[src/rtl/video_tpg_axis_if.sv]
// ---------------------------------------------------------------------------
// video_tpg_axis_if
// AXI4-Stream video bus carrying one beat of PPC pixels.
//   tdata  : beat payload (TDATA_W bits)
//   tvalid : beat present
//   tready : sink accepts the beat
//   tuser  : start of frame (first beat of a frame)
//   tlast  : end of line (last beat of a line)
// Modports: master (source side), slave (sink side).
// ---------------------------------------------------------------------------
interface video_tpg_axis_if #(
   parameter int TDATA_W = 24
);
   logic [TDATA_W-1:0] tdata;
   logic               tvalid;
   logic               tready;
   logic               tuser;
   logic               tlast;

   modport master (output tdata, output tvalid, output tuser, output tlast, input tready);
   modport slave  (input tdata, input tvalid, input tuser, input tlast, output tready);
endinterface

[src/rtl/video_tpg_axis.sv]
// ---------------------------------------------------------------------------
// video_tpg_axis
// Video test-pattern generator with an AXI4-Stream master output.
// Produces frames of ACTIVE_WIDTH x ACTIVE_HEIGHT pixels, PPC pixels per beat,
// one beat per cycle while the sink is ready.
//
// Ports
//   clk, rst_n        : clock (rising edge), synchronous active-low reset
//   enable            : run request; a frame in flight always completes
//   tpg_mode          : pattern select (0 chess, 1 x, 2 y, 3 x+fcnt, 4 y+fcnt,
//                       5 solid, 6 colour bars, others black)
//   ACTIVE_WIDTH      : pixels per line (multiple of PPC)
//   ACTIVE_HEIGHT     : lines per frame
//   solid_color       : per-channel colour for mode 5
//   m_axis            : stream output (tuser = start of frame, tlast = end of line)
//   busy              : high while a frame is being generated
//   frame_done        : one-cycle pulse after the last beat of a frame is taken
//   fcnt_out          : frame counter, wraps at 16 bits
//
// Build option
//   TPG_MOTION_EN : when defined, modes 3/4 add the frame counter to x/y so the
//                   pattern scrolls; when undefined they degenerate to modes 1/2.
// ---------------------------------------------------------------------------
module video_tpg_axis #(
   parameter int DATA_WIDTH = 8,
   parameter int NUM_CH     = 3,
   parameter int PPC        = 1,
   parameter int CHESS_WPOW = 4,
   parameter int CHESS_HPOW = 4,
   parameter int BAR_WPOW   = 7
) (
   input  logic                         clk,
   input  logic                         rst_n,
   input  logic                         enable,
   input  logic [3:0]                   tpg_mode,
   input  logic [15:0]                  ACTIVE_WIDTH,
   input  logic [15:0]                  ACTIVE_HEIGHT,
   input  logic [NUM_CH*DATA_WIDTH-1:0] solid_color,
   video_tpg_axis_if.master             m_axis,
   output logic                         busy,
   output logic                         frame_done,
   output logic [15:0]                  fcnt_out
);

   localparam int PIX_W  = NUM_CH * DATA_WIDTH;
   localparam int BEAT_W = PPC * PIX_W;
   localparam int PPC_SH = $clog2(PPC);

   typedef enum logic {IDLE, RUN} state_t;

   state_t              state_q, state_d;
   logic [15:0]         aw_q, aw_d;
   logic [15:0]         ah_q, ah_d;
   logic [3:0]          mode_q, mode_d;
   logic [PIX_W-1:0]    solid_q, solid_d;
   logic [15:0]         xb_q, xb_d;
   logic [15:0]         y_q, y_d;
   logic [15:0]         fcnt_q, fcnt_d;
   logic [BEAT_W-1:0]   tdata_q, tdata_d;
   logic                tvalid_q, tvalid_d;
   logic                tuser_q, tuser_d;
   logic                tlast_q, tlast_d;
   logic                fdone_q, fdone_d;

   // Coordinates/config of the beat being loaded this cycle.
   logic                load;
   logic [15:0]         gen_xb, gen_y, gen_aw, gen_offs, px;
   logic [3:0]          gen_mode;
   logic [PIX_W-1:0]    gen_solid;
   logic                start_ok, frame_end;

   // One channel value of one pixel; results are truncated to DATA_WIDTH.
   function automatic logic [DATA_WIDTH-1:0] chan_value(
      input logic [15:0]           x,
      input logic [15:0]           y,
      input logic [15:0]           offs,
      input logic [3:0]            mode,
      input logic [DATA_WIDTH-1:0] solid_c,
      input int                    c
   );
      logic [31:0] acc;
      logic [2:0]  bar;
      acc = '0;
      // Bars run white..black left to right: index 7 minus bar number mod 8.
      bar = 3'd7 - 3'(x >> BAR_WPOW);
      case (mode)
         4'd0:    acc = (x[CHESS_WPOW] == y[CHESS_HPOW]) ? '1 : '0;
         4'd1:    acc = {16'd0, x};
         4'd2:    acc = {16'd0, y};
         4'd3:    acc = {16'd0, x} + {16'd0, offs};
         4'd4:    acc = {16'd0, y} + {16'd0, offs};
         4'd5:    acc[DATA_WIDTH-1:0] = solid_c;
         4'd6:    acc = bar[c % 3] ? '1 : '0;
         default: acc = '0;
      endcase
      return acc[DATA_WIDTH-1:0];
   endfunction

   assign start_ok  = enable && (ACTIVE_WIDTH >= 16'(PPC)) && (ACTIVE_HEIGHT != 16'd0);
   assign frame_end = tlast_q && (y_q == ah_q - 16'd1);

   always_comb begin
      state_d   = state_q;
      aw_d      = aw_q;
      ah_d      = ah_q;
      mode_d    = mode_q;
      solid_d   = solid_q;
      xb_d      = xb_q;
      y_d       = y_q;
      fcnt_d    = fcnt_q;
      tdata_d   = tdata_q;
      tvalid_d  = tvalid_q;
      tuser_d   = tuser_q;
      tlast_d   = tlast_q;
      fdone_d   = 1'b0;
      load      = 1'b0;
      gen_xb    = 16'd0;
      gen_y     = 16'd0;
      gen_aw    = aw_q;
      gen_mode  = mode_q;
      gen_solid = solid_q;
      gen_offs  = 16'd0;
      px        = 16'd0;

      case (state_q)
         IDLE: begin
            if (start_ok) begin
               state_d = RUN;
               load    = 1'b1;
            end
         end
         RUN: begin
            if (tvalid_q && m_axis.tready) begin
               if (frame_end) begin
                  fdone_d = 1'b1;
                  fcnt_d  = fcnt_q + 16'd1;
                  if (start_ok) begin
                     load = 1'b1;
                  end else begin
                     state_d  = IDLE;
                     tvalid_d = 1'b0;
                     tuser_d  = 1'b0;
                     tlast_d  = 1'b0;
                  end
               end else begin
                  load = 1'b1;
                  if (tlast_q) begin
                     gen_y = y_q + 16'd1;
                  end else begin
                     gen_xb = xb_q + 16'd1;
                     gen_y  = y_q;
                  end
               end
            end
         end
         default: state_d = IDLE;
      endcase

      // A load at (0,0) is a frame start: take a fresh copy of the config.
      if (load && gen_xb == 16'd0 && gen_y == 16'd0) begin
         aw_d      = ACTIVE_WIDTH;
         ah_d      = ACTIVE_HEIGHT;
         mode_d    = tpg_mode;
         solid_d   = solid_color;
         gen_aw    = ACTIVE_WIDTH;
         gen_mode  = tpg_mode;
         gen_solid = solid_color;
      end

      // Without motion the offset is a constant zero, so the adders fold away.
`ifdef TPG_MOTION_EN
      gen_offs = fcnt_d;
`else
      gen_offs = 16'd0;
`endif

      if (load) begin
         xb_d     = gen_xb;
         y_d      = gen_y;
         tvalid_d = 1'b1;
         tuser_d  = (gen_xb == 16'd0) && (gen_y == 16'd0);
         tlast_d  = (gen_xb == (gen_aw >> PPC_SH) - 16'd1);
         for (int p = 0; p < PPC; p++) begin
            px = (gen_xb << PPC_SH) + 16'(p);
            for (int c = 0; c < NUM_CH; c++) begin
               tdata_d[(p*NUM_CH+c)*DATA_WIDTH +: DATA_WIDTH] =
                  chan_value(px, gen_y, gen_offs, gen_mode,
                             gen_solid[c*DATA_WIDTH +: DATA_WIDTH], c);
            end
         end
      end
   end

   always_ff @(posedge clk) begin
      if (!rst_n) begin
         state_q  <= IDLE;
         xb_q     <= '0;
         y_q      <= '0;
         fcnt_q   <= '0;
         tdata_q  <= '0;
         tvalid_q <= 1'b0;
         tuser_q  <= 1'b0;
         tlast_q  <= 1'b0;
         fdone_q  <= 1'b0;
      end else begin
         state_q  <= state_d;
         xb_q     <= xb_d;
         y_q      <= y_d;
         fcnt_q   <= fcnt_d;
         tdata_q  <= tdata_d;
         tvalid_q <= tvalid_d;
         tuser_q  <= tuser_d;
         tlast_q  <= tlast_d;
         fdone_q  <= fdone_d;
      end
   end

   // Frame configuration is only consumed after a load, so it needs no reset.
   always_ff @(posedge clk) begin
      aw_q    <= aw_d;
      ah_q    <= ah_d;
      mode_q  <= mode_d;
      solid_q <= solid_d;
   end

   assign m_axis.tdata  = tdata_q;
   assign m_axis.tvalid = tvalid_q;
   assign m_axis.tuser  = tuser_q;
   assign m_axis.tlast  = tlast_q;
   assign busy          = (state_q == RUN);
   assign frame_done    = fdone_q;
   assign fcnt_out      = fcnt_q;

endmodule

[src/flat_wrapper.sv]
// flat-port wrapper written by rule: the top's interface ports become plain ports
module video_tpg_axis_flat 
#(
   parameter int DATA_WIDTH = 8,
   parameter int NUM_CH     = 3,
   parameter int PPC        = 1,
   parameter int CHESS_WPOW = 4,
   parameter int CHESS_HPOW = 4,
   parameter int BAR_WPOW   = 7
)
  (clk, rst_n, enable, tpg_mode, ACTIVE_WIDTH, ACTIVE_HEIGHT, solid_color, busy, frame_done, fcnt_out, m_axis_tdata, m_axis_tvalid, m_axis_tuser, m_axis_tlast, m_axis_tready);
  video_tpg_axis_if #(.TDATA_W(24)) m_axis_i ();
  input  logic clk;
  input  logic rst_n;
  input  logic enable;
  input  logic [3:0] tpg_mode;
  input  logic [15:0] ACTIVE_WIDTH;
  input  logic [15:0] ACTIVE_HEIGHT;
  input  logic [NUM_CH*DATA_WIDTH-1:0] solid_color;
  output logic busy;
  output logic frame_done;
  output logic [15:0] fcnt_out;
  output wire logic [$bits(m_axis_i.tdata)-1:0] m_axis_tdata;
  output wire logic [$bits(m_axis_i.tvalid)-1:0] m_axis_tvalid;
  output wire logic [$bits(m_axis_i.tuser)-1:0] m_axis_tuser;
  output wire logic [$bits(m_axis_i.tlast)-1:0] m_axis_tlast;
  input wire logic [$bits(m_axis_i.tready)-1:0] m_axis_tready;
  assign m_axis_tdata = m_axis_i.tdata;
  assign m_axis_tvalid = m_axis_i.tvalid;
  assign m_axis_tuser = m_axis_i.tuser;
  assign m_axis_tlast = m_axis_i.tlast;
  assign m_axis_i.tready = m_axis_tready;
  video_tpg_axis #(.DATA_WIDTH(DATA_WIDTH), .NUM_CH(NUM_CH), .PPC(PPC), .CHESS_WPOW(CHESS_WPOW), .CHESS_HPOW(CHESS_HPOW), .BAR_WPOW(BAR_WPOW)) u_core (.clk(clk), .rst_n(rst_n), .enable(enable), .tpg_mode(tpg_mode), .ACTIVE_WIDTH(ACTIVE_WIDTH), .ACTIVE_HEIGHT(ACTIVE_HEIGHT), .solid_color(solid_color), .m_axis(m_axis_i), .busy(busy), .frame_done(frame_done), .fcnt_out(fcnt_out));
endmodule
[config.mk]
export PLATFORM = sky130hd
export DESIGN_NAME = video_tpg_axis_flat
export DESIGN_NICKNAME = d
export VERILOG_FILES = /design/src/rtl/video_tpg_axis_if.sv /design/src/rtl/video_tpg_axis.sv /design/src/flat_wrapper.sv
export SDC_FILE = /design/constraint.sdc
export NUM_CORES = 1
export LEC_CHECK = 0
export CORE_MARGIN = 4
export CORE_UTILIZATION = 40
export CTS_CLUSTER_SIZE = 8
export DETAILED_ROUTE_END_ITERATION = 10
export GPL_TIMING_DRIVEN = 0
export PLACE_DENSITY = 0.66
export SYNTH_ARGS = -nofsm -noshare
export SYNTH_HDL_FRONTEND = slang
export SYNTH_SLANG_ARGS = --single-unit
[constraint.sdc]
create_clock -name clk -period 11.2 [get_ports clk]
set_clock_uncertainty 0.15 [all_clocks]
set_input_delay 2.24 -clock clk [delete_from_list [all_inputs] [get_ports clk]]
set_output_delay 2.24 -clock clk [all_outputs]
set_load 0.1 [all_outputs]
==> qor.yml <==
route.detailed.drc: 0
slew_headroom_pct: 11.3
antenna_left: 0
clk_pin_slew_worst_paths_ns: 0.07
synth_edf_count: 16
viasPerCell: 5.52
syn_area_mm2: 0.00776
ys_seq_elements: 137
hold_viol: 0
n_fill_cell: 1833
critPathArrivalTime_ns: 8.91
ctsResizeCount: 0
die_height_um: 147
start_util_pct: 41.1
ys_types: 73
final_cell_area_mm2: 0.00972
drt_pass1_iterations: 6
gr-usage-all-layers_pct: 20.6
min_path_type: "flop to flop"
min_period_over_period_pct: 77.9
wl_per_cell_um: 17.1
cp_slowest_cell: "or4_4"
r2r_end: "u_core.m_axis.tlast$_SDFFE_PN0P_"
yosysWarnings: 0
yosys_most_used_dff: "dfxtp_1"
die_x_um: 147
ys_seq_area_share_pct: 37.4
cts_inserted_buffers: 17
grt_pass1_vias: 6795
grt_max_degree: 26
portBuffers: 108
status: "finished, final reports clean"
path_cells: "clkdlybuf4s50_1 -> or4_4 -> or4_4 -> o311ai_4 -> nor2_2 -> a31o_2 -> mux2_4 -> nand3_4 -> buf_4 -> buf_2 -> buf_2 -> buf_1 -> mux2i_1 -> ha_1 -> xor2_1 -> nor3_1 -> or4b_1 -> a211oi_1 -> nand4_1 -> or4_1 -> o31ai_2"
grt_pass1_wl_um: 35700
synth_top_area_cell: "dfxtp_1"
ioPinCount: 109
power_mw: 1.35
rsz0062_at_grt: "no"
cp_num_buf_inv: 5
cp.depth: 21
drt-initial-drc-count: 431
fmax_ghz: 0.115
clock_sinks: 137
vias: 7302
row_count: 50
r2r_cells: 22
setup-violations-final: 0
placedInstanceArea_mm2: 0.00916
crit_required_ns: 11.39
clock_latency_ns: 0.43
layout-drive-gt1-share_pct: 9.70
coreArea_mm2: 0.0189
syn2layout_area_growth_pct: 25.4
synth.avg_cell_area_um2: 8.41
gp_congestion: 0.893
tightest_slew_ns: 1.33
cts_hold_buf: 0
cts_tree: "built"
synth.top_cells.by_area: "dfxtp_1 (31%), edfxtp_1 (6.2%), nand2_1 (5.6%)"
synthesis.nets: 991
synth_top_area_share_pct: 31.2
crit_path_max_incr_delay_ns: 0.56
fin_crit_ns: 8.72
slew_violations: 0
worstSetupStartpointType: "primary input"
worst_r2r_startpoint: "u_core.ah_q[0]$_DFFE_PN_"
wirelength_um: 22600
p_per_area_mw_per_mm2: 139
place_hpwl_um: 16900
clockRootBuffer: "clkbuf_16"
grt_antenna_before_repair: 0
postCtsSetupBuffers: 0
num_antenna_cells: 0
cts.path.max_buffers: 2
critical_path_class: "primary input to flop"
p_leak_nw: 3.49
die_area_mm2: 0.0217
drv_cap: 0
endpoint_kind: "flop"
grt.overflow.total: 0
crit_path_end: "u_core.m_axis.tlast$_SDFFE_PN0P_"
async_flop_share_pct: 0
peakVddDrop_mv: 0.103
setup_tns_ns: 0
h-tree-depth: 4
startpoint: "ACTIVE_WIDTH[9]"
critPathMaxFanout: 10
critPathTopFamily: "simple AND/OR/NAND/NOR gates"
netlist_instances: 922
fin_nets: 1118
timing.reg2reg.setup_slack_ns: 4.14
==> synthesized netlist by cell type (5+ instances only) <==
master / count
dfxtp_1: 121
nand2_1: 115
a21oi_1: 79
nor2_1: 66
xnor2_1: 47
clkbuf_1: 37
xor2_1: 34
mux2_2: 32
nor3_1: 32
nand3_1: 28
o21ai_0: 27
a21o_1: 21
nand4_1: 18
nor4_1: 17
edfxtp_1: 16
and2_1: 13
mux2i_1: 13
o21ai_1: 13
or3_1: 13
a31oi_1: 12
inv_1: 12
and3_1: 10
a211oi_1: 9
o22ai_1: 9
o31ai_1: 9
buf_2: 7
o211ai_1: 7
or4_1: 7
and4_1: 6
nand3b_1: 6
buf_1: 5
ha_1: 5
nand2b_1: 5
o21a_1: 5
==> flip-flops by register name (all words and copies together), names as in the netlist <==
signal	count
u_core.busy	1
u_core.y_q	16
u_core.mode_q	4
u_core.ah_q	16
u_core.solid_q	24
u_core.aw_q	16
u_core.m_axis.tdata	24
u_core.m_axis.tlast	1
u_core.fcnt_out	16
u_core.m_axis.tuser	1
u_core.m_axis.tvalid	1
u_core.xb_q	16
u_core.frame_done	1
==> logic make-up (layout without fill, tap and decap cells) <==
kind of cell	count (synthesis)	in the layout	share of synthesized area, %
AOI/OAI and AO/OA	219	219	18.1
xor gates and xnor gates	81	81	9.15
adders and majority gates	5	5	0.807
buffers and inverters	69	209	3.79
DFF	137	137	37.4
muxes	47	47	6.81
and+or+nand+nor	364	364	23.9
==> how the worst min path moves through the flow <==
| stage | startpoint | endpoint | slack [ns] | cells after the start |
|---|---|---|---|---|
| finish | u_core.m_axis.tdata[10]$_SDFFE_PN0P_ | u_core.m_axis.tdata[10]$_SDFFE_PN0P_ | 0.31 | 2 |
| global route | u_core.m_axis.tdata[3]$_SDFFE_PN0P_ | u_core.m_axis.tdata[3]$_SDFFE_PN0P_ | 0.33 | 2 |
| global placement | u_core.m_axis.tdata[0]$_SDFFE_PN0P_ | u_core.m_axis.tdata[0]$_SDFFE_PN0P_ | 0.29 | 2 |
| detailed placement | u_core.m_axis.tdata[22]$_SDFFE_PN0P_ | u_core.m_axis.tdata[22]$_SDFFE_PN0P_ | 0.30 | 2 |
| CTS | u_core.m_axis.tdata[22]$_SDFFE_PN0P_ | u_core.m_axis.tdata[22]$_SDFFE_PN0P_ | 0.31 | 2 |
| floorplan | u_core.solid_q[16]$_DFF_P_ | u_core.solid_q[16]$_DFF_P_ | 0.29 | 1 |
==> cell type report <==
type | count | area (um^2) | area share, %
multi-input cells | 716 | 4560 | 46.9
flip-flops and latches | 137 | 2900 | 29.9
repair buffers | 108 | 1080 | 11.1
clock buffers | 18 | 429 | 4.41
well taps | 260 | 325 | 3.35
plain buffers | 53 | 234 | 2.41
clock inverters | 14 | 133 | 1.36
inverters | 16 | 60.1 | 0.618
==> worst min-delay path, stage by stage, from the launching register on <==
cell and delay (ns):
dfxtp_1 0.31, nand2_1 0.05, a21oi_1 0.05
==> placed cells by master, fill, tap and decap left out, types with 5 or more instances in the layout <==
| master | synthesis | layout |
|---|---|---|
| inv_8 | 0 | 6 |
| xnor2_1 | 47 | 47 |
| nand4_1 | 18 | 18 |
| o22ai_1 | 9 | 9 |
| nand3b_1 | 6 | 6 |
| nand3_1 | 28 | 28 |
| clkbuf_16 | 0 | 17 |
| xor2_1 | 34 | 34 |
| nand2b_1 | 5 | 5 |
| mux2i_1 | 13 | 13 |
| clkdlybuf4s50_1 | 0 | 108 |
| mux2_2 | 32 | 32 |
| and4_1 | 6 | 6 |
| nor3_1 | 32 | 32 |
| o211ai_1 | 7 | 7 |
| buf_2 | 7 | 7 |
| nand2_1 | 115 | 115 |
| and2_1 | 13 | 13 |
| o31ai_1 | 9 | 9 |
| and3_1 | 10 | 10 |
| or3_1 | 13 | 13 |
| edfxtp_1 | 16 | 16 |
| o21a_1 | 5 | 5 |
| a211oi_1 | 9 | 9 |
| nor4_1 | 17 | 17 |
| buf_1 | 5 | 5 |
| or4_1 | 7 | 7 |
| ha_1 | 5 | 5 |
| a31oi_1 | 12 | 12 |
| clkbuf_1 | 37 | 38 |
| nor2_1 | 66 | 66 |
| dfxtp_1 | 121 | 121 |
| inv_1 | 12 | 12 |
| o21ai_0 | 27 | 27 |
| a21oi_1 | 79 | 79 |
| o21ai_1 | 13 | 13 |
| a21o_1 | 21 | 21 |
==> routing by layer <==
layer / vias up / track usage, % / wire, um
met4: 0 / 7.13 / 477
met5: - / 0 / 0
met3: 37 / 4.69 / 1520
li1: 3596 / - / -
met1: 3405 / 27.0 / 9840
met2: 264 / 33.5 / 10700
==> per-stage QoR <==
stage	cells	hold WS [ns]	utilization [%]	worst slack [ns]
final	1322	0.306	51.5	2.48
after global routing	1322	0.330	51.5	2.12
after CTS	1322	0.309	51.5	2.48
after detailed placement	1290	0.299	48.5	2.06
after global placement	1290	0.294	48.5	2.08
after floorplan	922	0.293	-	3.66
==> where the power goes <==
part	total (mW)	internal [mW]	switching [mW]
Combinational	0.249	0.101	0.147
Sequential	0.559	0.535	0.0242
Clock	0.544	0.294	0.250
Note: power is estimated with default switching activity, not from simulation.
